### src/rtl/ddr3_sample_streamer.sv
// ddr3_sample_streamer
// Reads a contiguous block of 256-bit words from DDR3 through the MIG 7-series
// UI read port. It buffers the words in a small FIFO and plays them out as
// sixteen 16-bit samples per word, one sample per sample_tick.
//
// Ports
//   ui_clk, sys_rst       : MIG UI clock; asynchronous active-high reset
//   init_calib_complete   : MIG calibration done; playback waits for it
//   app_addr/cmd/en/rdy   : UI read command channel (app_cmd is always read)
//   app_rd_data(_valid)   : UI read data return
//   start/stop            : one-cycle playback control pulses
//   base_addr, num_words,
//   loop_en               : playback setup, captured on start
//   sample_tick           : sample-rate strobe
//   sample_out/valid      : sample output; valid pulses one cycle after a tick
//   busy, done, underrun  : status (done pulses, underrun is sticky)
//   state_dbg             : current FSM state, for debug and checkers
//
// Command handshake: app_en is a valid and app_rdy is a ready. A command
// transfers on a cycle with app_en && app_rdy. Once app_en is raised,
// app_en and app_addr stay unchanged until that transfer happens.
//
// Build option: define OFFSET_BINARY_EN to invert bit 15 of every output
// sample. This converts two's complement to offset binary. Silence then
// becomes 16'h8000.
module ddr3_sample_streamer #(
  parameter int FIFO_DEPTH = 4,
  parameter int ADDR_STEP  = 8,
  parameter int CNT_W      = 16
) (
  input  logic             ui_clk,
  input  logic             sys_rst,
  input  logic             init_calib_complete,
  output logic [28:0]      app_addr,
  output logic [2:0]       app_cmd,
  output logic             app_en,
  input  logic             app_rdy,
  input  logic [255:0]     app_rd_data,
  input  logic             app_rd_data_valid,
  input  logic             start,
  input  logic             stop,
  input  logic [28:0]      base_addr,
  input  logic [CNT_W-1:0] num_words,
  input  logic             loop_en,
  input  logic             sample_tick,
  output logic [15:0]      sample_out,
  output logic             sample_valid,
  output logic             busy,
  output logic             done,
  output logic             underrun,
  output logic [2:0]       state_dbg
);
  localparam int PTR_W = $clog2(FIFO_DEPTH);
  localparam int OCC_W = PTR_W + 1;
  localparam logic [OCC_W:0] DEPTH_C = (OCC_W+1)'(FIFO_DEPTH);
`ifdef OFFSET_BINARY_EN
  localparam logic [15:0] FLIP = 16'h8000;
`else
  localparam logic [15:0] FLIP = 16'h0000;
`endif

  typedef enum logic [2:0] {
    S_IDLE      = 3'd0,
    S_WAIT_CAL  = 3'd1,
    S_RUN       = 3'd2,
    S_DRAIN     = 3'd3,
    S_STOP_WAIT = 3'd4
  } state_t;

  state_t state, state_nxt;

  logic [CNT_W-1:0] words_q, issued;
  logic             loop_q;
  logic [28:0]      base_q;
  logic [OCC_W-1:0] outstanding, fifo_count;
  logic [255:0]     mem [FIFO_DEPTH];
  logic [PTR_W-1:0] wr_ptr, rd_ptr;
  logic [3:0]       lane;
  logic [255:0]     head;

  logic accept, rd_ok, last_cmd, tick_act, fifo_empty, pop, credit_ok, start_ok;
  logic raise, done_nxt, flush;

  assign app_cmd    = 3'b001;
  assign busy       = (state != S_IDLE);
  assign state_dbg  = state;
  assign head       = mem[rd_ptr];
  assign accept     = app_en & app_rdy;
  // Data with nothing outstanding (e.g. left over from before a reset) is dropped.
  assign rd_ok      = app_rd_data_valid && (outstanding != '0);
  assign last_cmd   = accept && (issued == words_q - CNT_W'(1));
  assign fifo_empty = (fifo_count == '0);
  assign tick_act   = sample_tick &&
                      (state == S_WAIT_CAL || state == S_RUN || state == S_DRAIN);
  assign pop        = tick_act && !fifo_empty && (lane == 4'd15);
  // Buffered words plus words in flight must stay below the FIFO size. This
  // guarantees every returned word has a free slot.
  assign credit_ok  = ({1'b0, fifo_count} + {1'b0, outstanding}) < DEPTH_C;
  assign start_ok   = (state == S_IDLE) && start && (num_words != '0);

  always_ff @(posedge ui_clk or posedge sys_rst) begin
    if (sys_rst) state <= S_IDLE;
    else         state <= state_nxt;
  end

  always_comb begin
    state_nxt = state;
    raise     = 1'b0;
    done_nxt  = 1'b0;
    flush     = 1'b0;
    case (state)
      S_IDLE: begin
        if (start) begin
          if (num_words == '0) done_nxt  = 1'b1;
          else                 state_nxt = S_WAIT_CAL;
        end else if (stop) begin
          done_nxt = 1'b1;
        end
      end
      S_WAIT_CAL: begin
        if (stop) begin
          state_nxt = S_IDLE;
          done_nxt  = 1'b1;
        end else if (init_calib_complete) begin
          state_nxt = S_RUN;
        end
      end
      S_RUN: begin
        if (stop) begin
          state_nxt = S_STOP_WAIT;
        end else begin
          raise = !app_en && credit_ok;
          if (last_cmd && !loop_q) state_nxt = S_DRAIN;
        end
      end
      S_DRAIN: begin
        // Every word is issued. Empty FIFO with nothing in flight means the
        // last sample has been played.
        if (stop) begin
          state_nxt = S_STOP_WAIT;
        end else if (outstanding == '0 && fifo_empty) begin
          state_nxt = S_IDLE;
          done_nxt  = 1'b1;
        end
      end
      S_STOP_WAIT: begin
        if (!app_en && outstanding == '0) begin
          state_nxt = S_IDLE;
          done_nxt  = 1'b1;
          flush     = 1'b1;
        end
      end
      default: state_nxt = S_IDLE;
    endcase
  end

  always_ff @(posedge ui_clk) begin
    if (rd_ok) mem[wr_ptr] <= app_rd_data;
  end

  always_ff @(posedge ui_clk or posedge sys_rst) begin
    if (sys_rst) begin
      app_en       <= 1'b0;
      app_addr     <= '0;
      issued       <= '0;
      words_q      <= '0;
      loop_q       <= 1'b0;
      base_q       <= '0;
      outstanding  <= '0;
      fifo_count   <= '0;
      wr_ptr       <= '0;
      rd_ptr       <= '0;
      lane         <= '0;
      sample_out   <= '0;
      sample_valid <= 1'b0;
      done         <= 1'b0;
      underrun     <= 1'b0;
    end else begin
      done         <= done_nxt;
      sample_valid <= 1'b0;

      if (start_ok) begin
        base_q   <= base_addr;
        words_q  <= num_words;
        loop_q   <= loop_en;
        issued   <= '0;
        app_addr <= base_addr;
        underrun <= 1'b0;
      end

      if (raise)       app_en <= 1'b1;
      else if (accept) app_en <= 1'b0;

      if (accept) begin
        if (last_cmd && loop_q) begin
          app_addr <= base_q;
          issued   <= '0;
        end else begin
          app_addr <= app_addr + 29'(ADDR_STEP);
          issued   <= issued + 1'b1;
        end
      end

      case ({accept, rd_ok})
        2'b10:   outstanding <= outstanding + 1'b1;
        2'b01:   outstanding <= outstanding - 1'b1;
        default: outstanding <= outstanding;
      endcase

      if (rd_ok) wr_ptr <= wr_ptr + 1'b1;
      if (pop)   rd_ptr <= rd_ptr + 1'b1;
      case ({rd_ok, pop})
        2'b10:   fifo_count <= fifo_count + 1'b1;
        2'b01:   fifo_count <= fifo_count - 1'b1;
        default: fifo_count <= fifo_count;
      endcase

      if (tick_act) begin
        sample_valid <= 1'b1;
        if (!fifo_empty) begin
          sample_out <= head[{lane, 4'b0000} +: 16] ^ FLIP;
          lane       <= lane + 1'b1;
        end else begin
          sample_out <= FLIP;
          underrun   <= 1'b1;
        end
      end

      if (flush) begin
        wr_ptr     <= '0;
        rd_ptr     <= '0;
        fifo_count <= '0;
        lane       <= '0;
      end
    end
  end
endmodule

### config.mk
export PLATFORM = sky130hd
export DESIGN_NAME = ddr3_sample_streamer
export DESIGN_NICKNAME = d
export VERILOG_FILES = /design/src/rtl/ddr3_sample_streamer.sv
export SDC_FILE = /design/constraint.sdc
export NUM_CORES = 1
export LEC_CHECK = 0
export BUFFER_PORTS_ARGS = -buffer_cell sky130_fd_sc_hd__buf_2
export CAP_MARGIN = 20
export CORE_MARGIN = 2
export CORE_UTILIZATION = 54
export CTS_CLUSTER_SIZE = 30
export DETAILED_ROUTE_END_ITERATION = 10
export PLACE_DENSITY = 0.82
export SYNTH_ARGS = -nofsm -noshare
export SYNTH_HDL_FRONTEND = slang
export SYNTH_SLANG_ARGS = --single-unit
### constraint.sdc
create_clock -name ui_clk -period 6.8 [get_ports ui_clk]
set_input_delay 0.68 -clock ui_clk [delete_from_list [all_inputs] [get_ports ui_clk]]
set_output_delay 0.68 -clock ui_clk [all_outputs]
set_load 0.02 [all_outputs]
; Yosys cells after proc, flatten, opt, wreduce, memory -nomap -nowiden
; Memory sizes are Yosys's and may differ from the RTL's.
; Index checks and enable logic that the tools add are counted.
[word_totals]
regBits = 128
ramBits = 1024
wordCells = 126
memories = 1
[op_classes]
addsub = 11
n_lt_le_gt_ge = 1
eq_ne = 17
n_shift = 1
muxes = 45
bitwise = 1
n_reduce_logical = 33
[mem_list]
columns = memory, words, word_bits, rd, rd_clocked_by_memory_dff, wr, line
row1 = mem, 4, 256, 1, 0, 1, 76  ; logic [255:0] mem [FIFO_DEPTH];
[op_table]
columns = cell, n
row1 = 256-bit by 9-bit variable part select with 16-bit output, 1
row2 = 29-bit 2-to-1 mux, 3
row3 = 16-bit 2-to-1 mux, 4
row4 = 3-bit 2-to-1 mux, 10
row5 = "29-bit by 4-bit adder with 29-bit output, second input constant", 1
row6 = 1-bit 2-to-1 mux, 17
row7 = "16-bit by 1-bit adder with 16-bit output, second input constant", 1
row8 = 16-bit equality test, 1
row9 = 16-bit zero test, 1
row10 = 16-bit nonzero test, 1
row11 = "16-bit by 1-bit subtractor with 16-bit output, second input constant", 1
row12 = 3-bit case mux with 5 select lines, 1
row13 = 1-bit logical AND, 12
row14 = 4-bit 2-to-1 mux, 3
row15 = 3-bit case mux with 2 select lines, 2
row16 = 2-bit nonzero test, 6
row17 = 3-bit zero test, 3
row18 = 3-bit nonzero test, 3
row19 = 2-bit 2-to-1 mux, 4
row20 = "3-bit by 1-bit adder with 3-bit output, second input constant", 2
row21 = "3-bit by 2-bit equality test with 1-bit output, second input constant", 2
row22 = "2-bit != test, second input constant", 3
row23 = "3-bit by 2-bit != test with 1-bit output, second input constant", 2
row24 = 6-bit AND reduction, 1
row25 = other kinds (17), 24

; Depth between registers and ports, before layout
; Gate-level depths: netlist of run 1.
[logic_depth]
ltp_word = 9
ltp_mapped = 13
ltp_nobuf = 9

; Worst setup path after synthesis of run 1
; OpenSTA, ideal clock, no wires.
[synth_path]
kind = in2reg
startpoint = input port app_rd_data_valid
endpoint = memory mem[0][0] (enable)
setup_ns = 0.651
t_arrival_ns = 6.765
path_slack_ns = -0.616
path_stages = 3
n_path_buf = 0
path_cell_list = nand2b_1 clkinv_1 and2_1
[synth_between]
elab_chain_len = 3
[synth_lines]
columns = element, line
row1 = start: declaration, 39  ; input logic app_rd_data_valid,
row2 = 1-bit logical AND, 90  ; assign rd_ok = app_rd_data_valid && (outstanding != '0);
row3 = 1-bit 2-to-1 mux, 158  ; if (rd_ok) mem[wr_ptr] <= app_rd_data;
row4 = 1-bit 2-to-1 mux (implied by the code), 158
row5 = end: declaration, 76
; Every way passes these cells.

; Final worst setup path of run 1
[layout_path]
startpoint = register words_q[0]
endpoint = register issued[9]
[layout_between]
elab_chain_len = 6
[layout_lines]
columns = element, line
row1 = start: declaration, 72  ; logic [CNT_W-1:0] words_q, issued;
row2 = start signal: assignment, 184  ; words_q <= num_words;
row3 = 16-bit by 1-bit subtractor with 16-bit output, 91  ; assign last_cmd = accept && (issued == words_q - CNT_W'(1));
row4 = 16-bit equality test, 91
row5 = 1-bit logical AND, 91
row6 = 1-bit logical AND, 195  ; if (last_cmd && loop_q) begin
row7 = 16-bit 2-to-1 mux, 195
row8 = 16-bit 2-to-1 mux, 194  ; if (accept) begin
row9 = end signal: assignment, 200  ; issued <= issued + 1'b1;
row10 = end: declaration, 72
; Every way passes these cells.
; A chain may end at the register's enable or synchronous reset.

==> impl_metrics.py, run 1 <==
metrics = {
    "placement": {
        "dpl.hpwl_mm": 64.2,
        "port_buffers": 362,
        "gp_congestion": 0.861,
    },
    "global_route": {
        "grt_overflow": 0,
        "grt_pass1_wl_mm": 158,
        "grt_pass1_vias": 24600,
        "grt_max_degree": 153,
        "track_usage": 0.250,
        "antenna_found_initial": 69,
    },
    "sta": {
        "setup_tns_ns": 0,
        "min_period_ns": 3.88,
        "setup_viol": 0,
        "slew_headroom": 0.186,
        "hold_viol": 0,
        "fin_worst_skew_ns": 0.0278,
        "worst_slew_pin_slew_ns": 1.22,
        "post-route-period-util": 0.570,
        "drv_slew": 0,
        "max_freq_mhz": 258,
        "rsz0062_at_grt": "no",
    },
    "power_and_ir_drop": {
        "ir_drop_uv": 298,
        "fin_total_pwr_w": 0.0213,
        "leakage_nw": 18.2,
        "power_density_mw_per_mm2": 405,
    },
    "drt": {
        "routedWlPerCell_um": 27.5,
        "drtIter0Drc": 2179,
        "drt-pass1-iter-count": 5,
        "wl_met2_mm": 53.9,
        "wl_met3_mm": 10.1,
        "wl_met1_mm": 39.7,
        "routed-via-count": 23600,
        "drt_wl_total_mm": 107,
        "drc": 0,
        "vias_per_cell": 6.05,
        "ant_nets": 0,
        "routed.top_layer": "met5",
    },
    "yosys": {
        "yosysTopAreaCell": "edfxtp_1",
        "netlist_top_cells_area": "edfxtp_1, mux4_2, dfrtp_1",
        "yosysWarnings": 0,
        "ys_seq_elements": 1152,
        "ys_async_sr_fraction": 0.111,
        "syn_inst": 2249,
        "ys_top_cells_by_count": "edfxtp_1, mux4_2, nand2_1, dfrtp_1, clkbuf_1",
        "synth-seq-area-share": 0.744,
        "synth.distinct_cells": 59,
        "synth_top_area_frac": 0.674,
        "synth_edf_count": 1024,
        "yosysMostFrequentCell": "edfxtp_1",
        "synth_area_per_cell_um2": 20.3,
        "netlist_area_mm2": 0.0456,
        "synth-main-ff-cell": "edfxtp_1",
    },
    "worst_setup_path": {
        "regToRegSetupSlack_ns": 2.92,
        "worstPathRequired_ns": 7.38,
        "crit_slowest_cell": "or4b_2",
        "path_class": "reg2reg",
        "ff2ff_path_depth": 10,
        "timing.rr.end": "issued[9]$_DFFE_PP0P_",
        "regToRegStartpoint": "words_q[0]$_DFFE_PP0P_",
        "slowest_delay_ns": 0.62,
        "critPathMaxFanout": 49,
        "startpoint_type": "flop",
        "worst_setup_path_end_kind": "flop",
        "cp.arrival_ns": 4.45,
        "path_cells": "inv_1 -> ha_1 -> or4b_1 -> nor4_1 -> xnor2_1 -> nand4_1 -> or4b_2 -> buf_4 -> and2_1 -> a221o_1",
    },
    "die": {
        "die_w_um": 295,
        "rows": 106,
        "die_y_um": 295,
        "design.die.area_mm2": 0.0868,
        "core_area_mm2": 0.0837,
        "ios": 366,
        "initial_core_util": 0.545,
    },
    "cells_and_area": {
        "fillers": 5543,
        "drive_gt1_frac": 0.333,
        "nets": 2954,
        "area_growth_syn_to_layout_pct": 15.4,
    },
    "run": {
        "cap_violations": 0,
    },
    "clock_tree": {
        "cts-buffers-inserted": 112,
        "h-tree-depth": 3,
        "cts_tree": "done",
        "holdBufCountCts": 0,
        "cts_resized": 0,
        "insertion_delay_ns": 0.69,
        "ctsRootBufferMaster": "clkbuf_16",
        "cts_buffer_depth": 3,
        "cts.sinks": 1152,
        "clk_pin_slew_ns": 0.07,
        "post_cts_buffers": 0,
    },
    "worst_hold_path": {
        "hold_path.class": "in2async",
    },
    "outcome": {
        "outcome": "complete, no violations",
    },
}
[placed cells by master, fill, tap and decap left out, types with 16 or more instances in the layout]
master / n
a21o_1: 25
xor2_1: 24
clkbuf_16: 112
nand3_1: 17
nor2_1: 37
a22o_1: 20
nand2_1: 203
bufinv_16: 16
buf_2: 362
o21ai_1: 26
mux4_2: 320
diode_2: 30
clkinv_1: 22
a21oi_1: 21
inv_1: 21
buf_4: 21
mux2i_1: 51
dfrtp_1: 123
edfxtp_1: 1024
xnor2_1: 31
clkinv_2: 16
clkbuf_1: 19
[logic make-up (layout without fill, tap and decap cells)]
| group | after synthesis | after routing | synth area share |
|---|---|---|---|
| adder cells (fa/ha/maj) | 13 | 13 | 0.00389 |
| XOR/XNOR | 55 | 55 | 0.0106 |
| buffers and inverters | 148 | 628 | 0.0132 |
| multiplexers | 373 | 373 | 0.170 |
| AO/OA/AOI/OAI | 148 | 148 | 0.0221 |
| flip-flops | 1152 | 1152 | 0.744 |
| other | 2 | 33 | 0.000165 |
| AND/OR/NAND/NOR | 358 | 358 | 0.0364 |
[sequential cells by signal, summed over array words and instances (netlist names)]
register      cells
mem            1024
fifo_count        3
loop_q            1
words_q          16
rd_ptr            2
lane              4
wr_ptr            2
outstanding       3
app_addr         29
base_q           29
sample_out       16
done              1
issued           16
app_en            1
sample_valid      1
underrun          1
state_dbg         3
[worst max-delay path by stage]
stage	cells past startpoint	to	slack [ns]	startpoint
6_report	10	issued[9]$_DFFE_PP0P_	2.92	words_q[0]$_DFFE_PP0P_
2_1_floorplan	3	mem[0][0]$_DFFE_PP_	2.29	app_rd_data_valid
3_5_place_dp	10	issued[9]$_DFFE_PP0P_	2.94	words_q[0]$_DFFE_PP0P_
3_3_place_gp	10	issued[9]$_DFFE_PP0P_	2.99	words_q[0]$_DFFE_PP0P_
5_1_grt	10	issued[9]$_DFFE_PP0P_	2.71	words_q[0]$_DFFE_PP0P_
4_1_cts	10	issued[9]$_DFFE_PP0P_	2.93	words_q[0]$_DFFE_PP0P_
[worst max-delay path, delay by kind of cell (launching register included)]
| family | cells | cell delay [ns] |
|---|---|---|
| xor+xnor | 1 | 0.16 |
| fa+ha+maj | 1 | 0.24 |
| flops | 1 | 0.43 |
| buf+inv | 2 | 0.45 |
| simple gates | 5 | 2.13 |
| compound gates | 1 | 0.36 |
[metal layers]
| metal | global-route usage | vias to the layer above |
|---|---|---|
| met4 | 0.0879 | 62 |
| met2 | 0.405 | 1004 |
| met3 | 0.0802 | 226 |
| li1 | - | 10000 |
| met5 | 0 | - |
| met1 | 0.319 | 12300 |
[stage by stage]
step / hold WS, ns / cells / cell area, um2 / util / setup WS, ns
6_report: 0.109 / 3894 / 52700 / 0.629 / 2.92
5_1_grt: 0.160 / 3884 / 52600 / 0.629 / 2.71
4_1_cts: 0.103 / 3863 / 52600 / 0.628 / 2.93
3_5_place_dp: 0.462 / 3650 / 48700 / 0.582 / 2.94
3_3_place_gp: 0.456 / 3650 / 48700 / 0.582 / 2.99
2_1_floorplan: 0.445 / 2250 / 45600 / - / 2.29
[power by group]
| group | switching [W] | internal [W] | total, W |
|---|---|---|---|
| registers | 0.000792 | 0.00940 | 0.0102 |
| clock network | 0.00271 | 0.00371 | 0.00642 |
| logic | 0.00279 | 0.00193 | 0.00471 |
| total | 0.00629 | 0.0150 | 0.0213 |
[final cells by class]
class                      instances  area, um2  share of cell area
tap                             1134       1420              0.0269
multi-input combinational        950      11100               0.211
timing repair buffer             392       2160              0.0410
clock buffer                     135       2930              0.0556
sequential                      1152      34000               0.645
inverter                          23       88.8             0.00169
antenna                           30       75.1             0.00143
clock inverter                    78        912              0.0173
Power figures use the tool's default switching activity.
==> run 2: changes to the inputs <==
--- a/config.mk
+++ b/config.mk
@@ -8,7 +8,7 @@
 export BUFFER_PORTS_ARGS = -buffer_cell sky130_fd_sc_hd__buf_2
 export CAP_MARGIN = 20
 export CORE_MARGIN = 2
-export CORE_UTILIZATION = 54
+export CORE_UTILIZATION = 57
 export CTS_CLUSTER_SIZE = 30
 export DETAILED_ROUTE_END_ITERATION = 10
 export PLACE_DENSITY = 0.82
==> constraint.sdc (replaced) <==
create_clock -name ui_clk -period 4 [get_ports ui_clk]
set_input_delay 0.4 -clock ui_clk [delete_from_list [all_inputs] [get_ports ui_clk]]
set_output_delay 0.4 -clock ui_clk [all_outputs]
set_load 0.02 [all_outputs]
==> run 2 against run 1 <==
- routed wire length is 10% higher
- critical path depth did not move
- critical path type unchanged
- highest routed layer unchanged
- register-to-register slack worse by 2.6 ns
- die area shrank 5.2%
- largest power group unchanged
- design area is 6.4% higher
- core utilization grew 7.9 points
- largest cell class unchanged
- first-iteration DRC count up 13%
- combinational power is 89% higher
==> impl_metrics.py, run 2 (same netlist as run 1, synthesis figures left out) <==
metrics = {
    "global_route": {
        "grt_pass1_vias": 27100,
        "grt_max_degree": 79,
        "grt_pass1_wl_mm": 174,
        "track_usage": 0.290,
        "grt_overflow": 0,
        "antenna_found_initial": 31,
    },
    "power_and_ir_drop": {
        "power_density_mw_per_mm2": 655,
        "fin_total_pwr_w": 0.0367,
        "leakage_nw": 19.7,
        "ir_drop_uv": 628,
    },
    "sta": {
        "holdWs_ns": 0.0376,
        "post-route-period-util": 0.923,
        "fin_ws_ns": 0.310,
        "setup_tns_ns": 0,
        "hold_viol": 0,
        "rsz0062_at_grt": "no",
        "setup_viol": 0,
        "max_freq_mhz": 271,
        "worst_slew_pin_slew_ns": 0.978,
        "drv_slew": 0,
        "min_period_ns": 3.69,
        "slew_headroom": 0.348,
        "fin_worst_skew_ns": 0.0351,
    },
    "clock_tree": {
        "cts_resized": 0,
        "insertion_delay_ns": 0.68,
        "cts_buffer_depth": 3,
        "cts.sinks": 1152,
        "ctsRootBufferMaster": "clkbuf_16",
        "clk_pin_slew_ns": 0.06,
        "cts_tree": "done",
        "cts-buffers-inserted": 109,
        "h-tree-depth": 3,
    },
    "cells_and_area": {
        "area_growth_syn_to_layout_pct": 22.8,
        "drive_gt1_frac": 0.309,
        "top_register": "mem",
        "fin_cells": 4138,
        "final_cell_mix": "edfxtp_1, buf_2, mux4_2, dlygate4sd3_1, nand2_1",
        "layout_commonest_cell": "edfxtp_1",
        "top_regs": "mem x1024, app_addr x29, base_q x29",
        "nets": 3303,
        "largest_register_ffs": 1024,
    },
    "die": {
        "design.die.area_mm2": 0.0823,
        "rows": 103,
        "die_y_um": 287,
        "die_w_um": 287,
        "core_area_mm2": 0.0791,
        "initial_core_util": 0.577,
        "ios": 366,
    },
    "worst_setup_path": {
        "regToRegSetupSlack_ns": 0.31,
        "regToRegStartpoint": "words_q[0]$_DFFE_PP0P_",
        "timing.rr.end": "app_addr[0]$_DFFE_PP0P_",
        "worstPathRequired_ns": 4.53,
        "worst_setup_path_end_kind": "flop",
        "crit_end": "app_addr[0]$_DFFE_PP0P_",
        "startpoint_type": "flop",
        "path_class": "reg2reg",
        "cp.arrival_ns": 4.22,
        "critPathMaxFanout": 17,
        "ff2ff_path_depth": 10,
        "crit_path_start": "words_q[0]$_DFFE_PP0P_",
    },
    "placement": {
        "port_buffers": 362,
        "dpl.hpwl_mm": 68.4,
        "gp_congestion": 0.907,
        "pre_cts_ws_ns": 0.379,
        "placedCellCount": 3614,
    },
    "worst_hold_path": {
        "min_path_cells": 3,
        "hold_path.class": "in2reg",
    },
    "drt": {
        "drt_wl_total_mm": 118,
        "routedWlPerCell_um": 28.5,
        "drt-pass1-iter-count": 6,
        "routed-via-count": 25400,
        "drc": 0,
        "drtIter0Drc": 2459,
        "vias_per_cell": 6.13,
        "ant_nets": 0,
    },
    "run": {
        "cap_violations": 0,
    },
    "outcome": {
        "outcome": "complete, no violations",
    },
}
-- run 2: how the worst min path moves through the flow --
stage                                 from                      to  slack [ns]
finish                        base_addr[4]   base_q[4]$_DFFE_PP0P_        0.04
global route                  base_addr[4]   base_q[4]$_DFFE_PP0P_        0.04
CTS                           base_addr[4]   base_q[4]$_DFFE_PP0P_       0.002
detailed placement  base_q[16]$_DFFE_PP0P_  base_q[16]$_DFFE_PP0P_        0.46
global placement     base_q[2]$_DFFE_PP0P_   base_q[2]$_DFFE_PP0P_        0.46
floorplan            base_q[3]$_DFFE_PP0P_   base_q[3]$_DFFE_PP0P_        0.45
-- run 2: timing repair --
action	4_1_cts	5_1_grt
hold buffers	303	0
hold endpoints to repair	1116	0
buffers inserted	0	0
-- run 2: report_power, final --
group	internal [W]	switching (W)
logic	0.00382	0.00508
clock network	0.00599	0.00447
registers	0.0159	0.00141
-- run 2: cell type report --
type | instances | area (um2)
clock buffer | 132 | 2860
inverter | 23 | 88.8
antenna | 18 | 45.0
multi-input combinational | 950 | 11100
fill | 4576 | 23100
sequential | 1152 | 34000
timing repair buffer | 744 | 5930
tap | 1050 | 1310
clock inverter | 69 | 722
-- run 2: metal layers --
metal,vias up,share of wire,track usage
li1,10700,-,-
met1,13100,0.36,0.357
met2,1288,0.53,0.502
met3,247,0.083,0.0688
met4,28,0.033,0.106
met5,-,0.0017,0
-- run 2: critical path, cell delays in order, from the launching register on --
cell	delay, ns
dfrtp_1	0.43
inv_1	0.09
ha_1	0.24
or4b_1	0.61
nor4_1	0.40
xnor2_1	0.16
nand4_1	0.14
or4b_2	0.70
buf_4	0.26
and3_1	0.22
a221o_1	0.31
-- run 2: stage by stage --
| step | util | instance area, um2 |
|---|---|---|
| after global routing | 0.708 | 56000 |
| after floorplan | - | 45600 |
| final | 0.708 | 56000 |
| after global placement | 0.624 | 49300 |
| after detailed placement | 0.624 | 49300 |
| after CTS | 0.707 | 56000 |
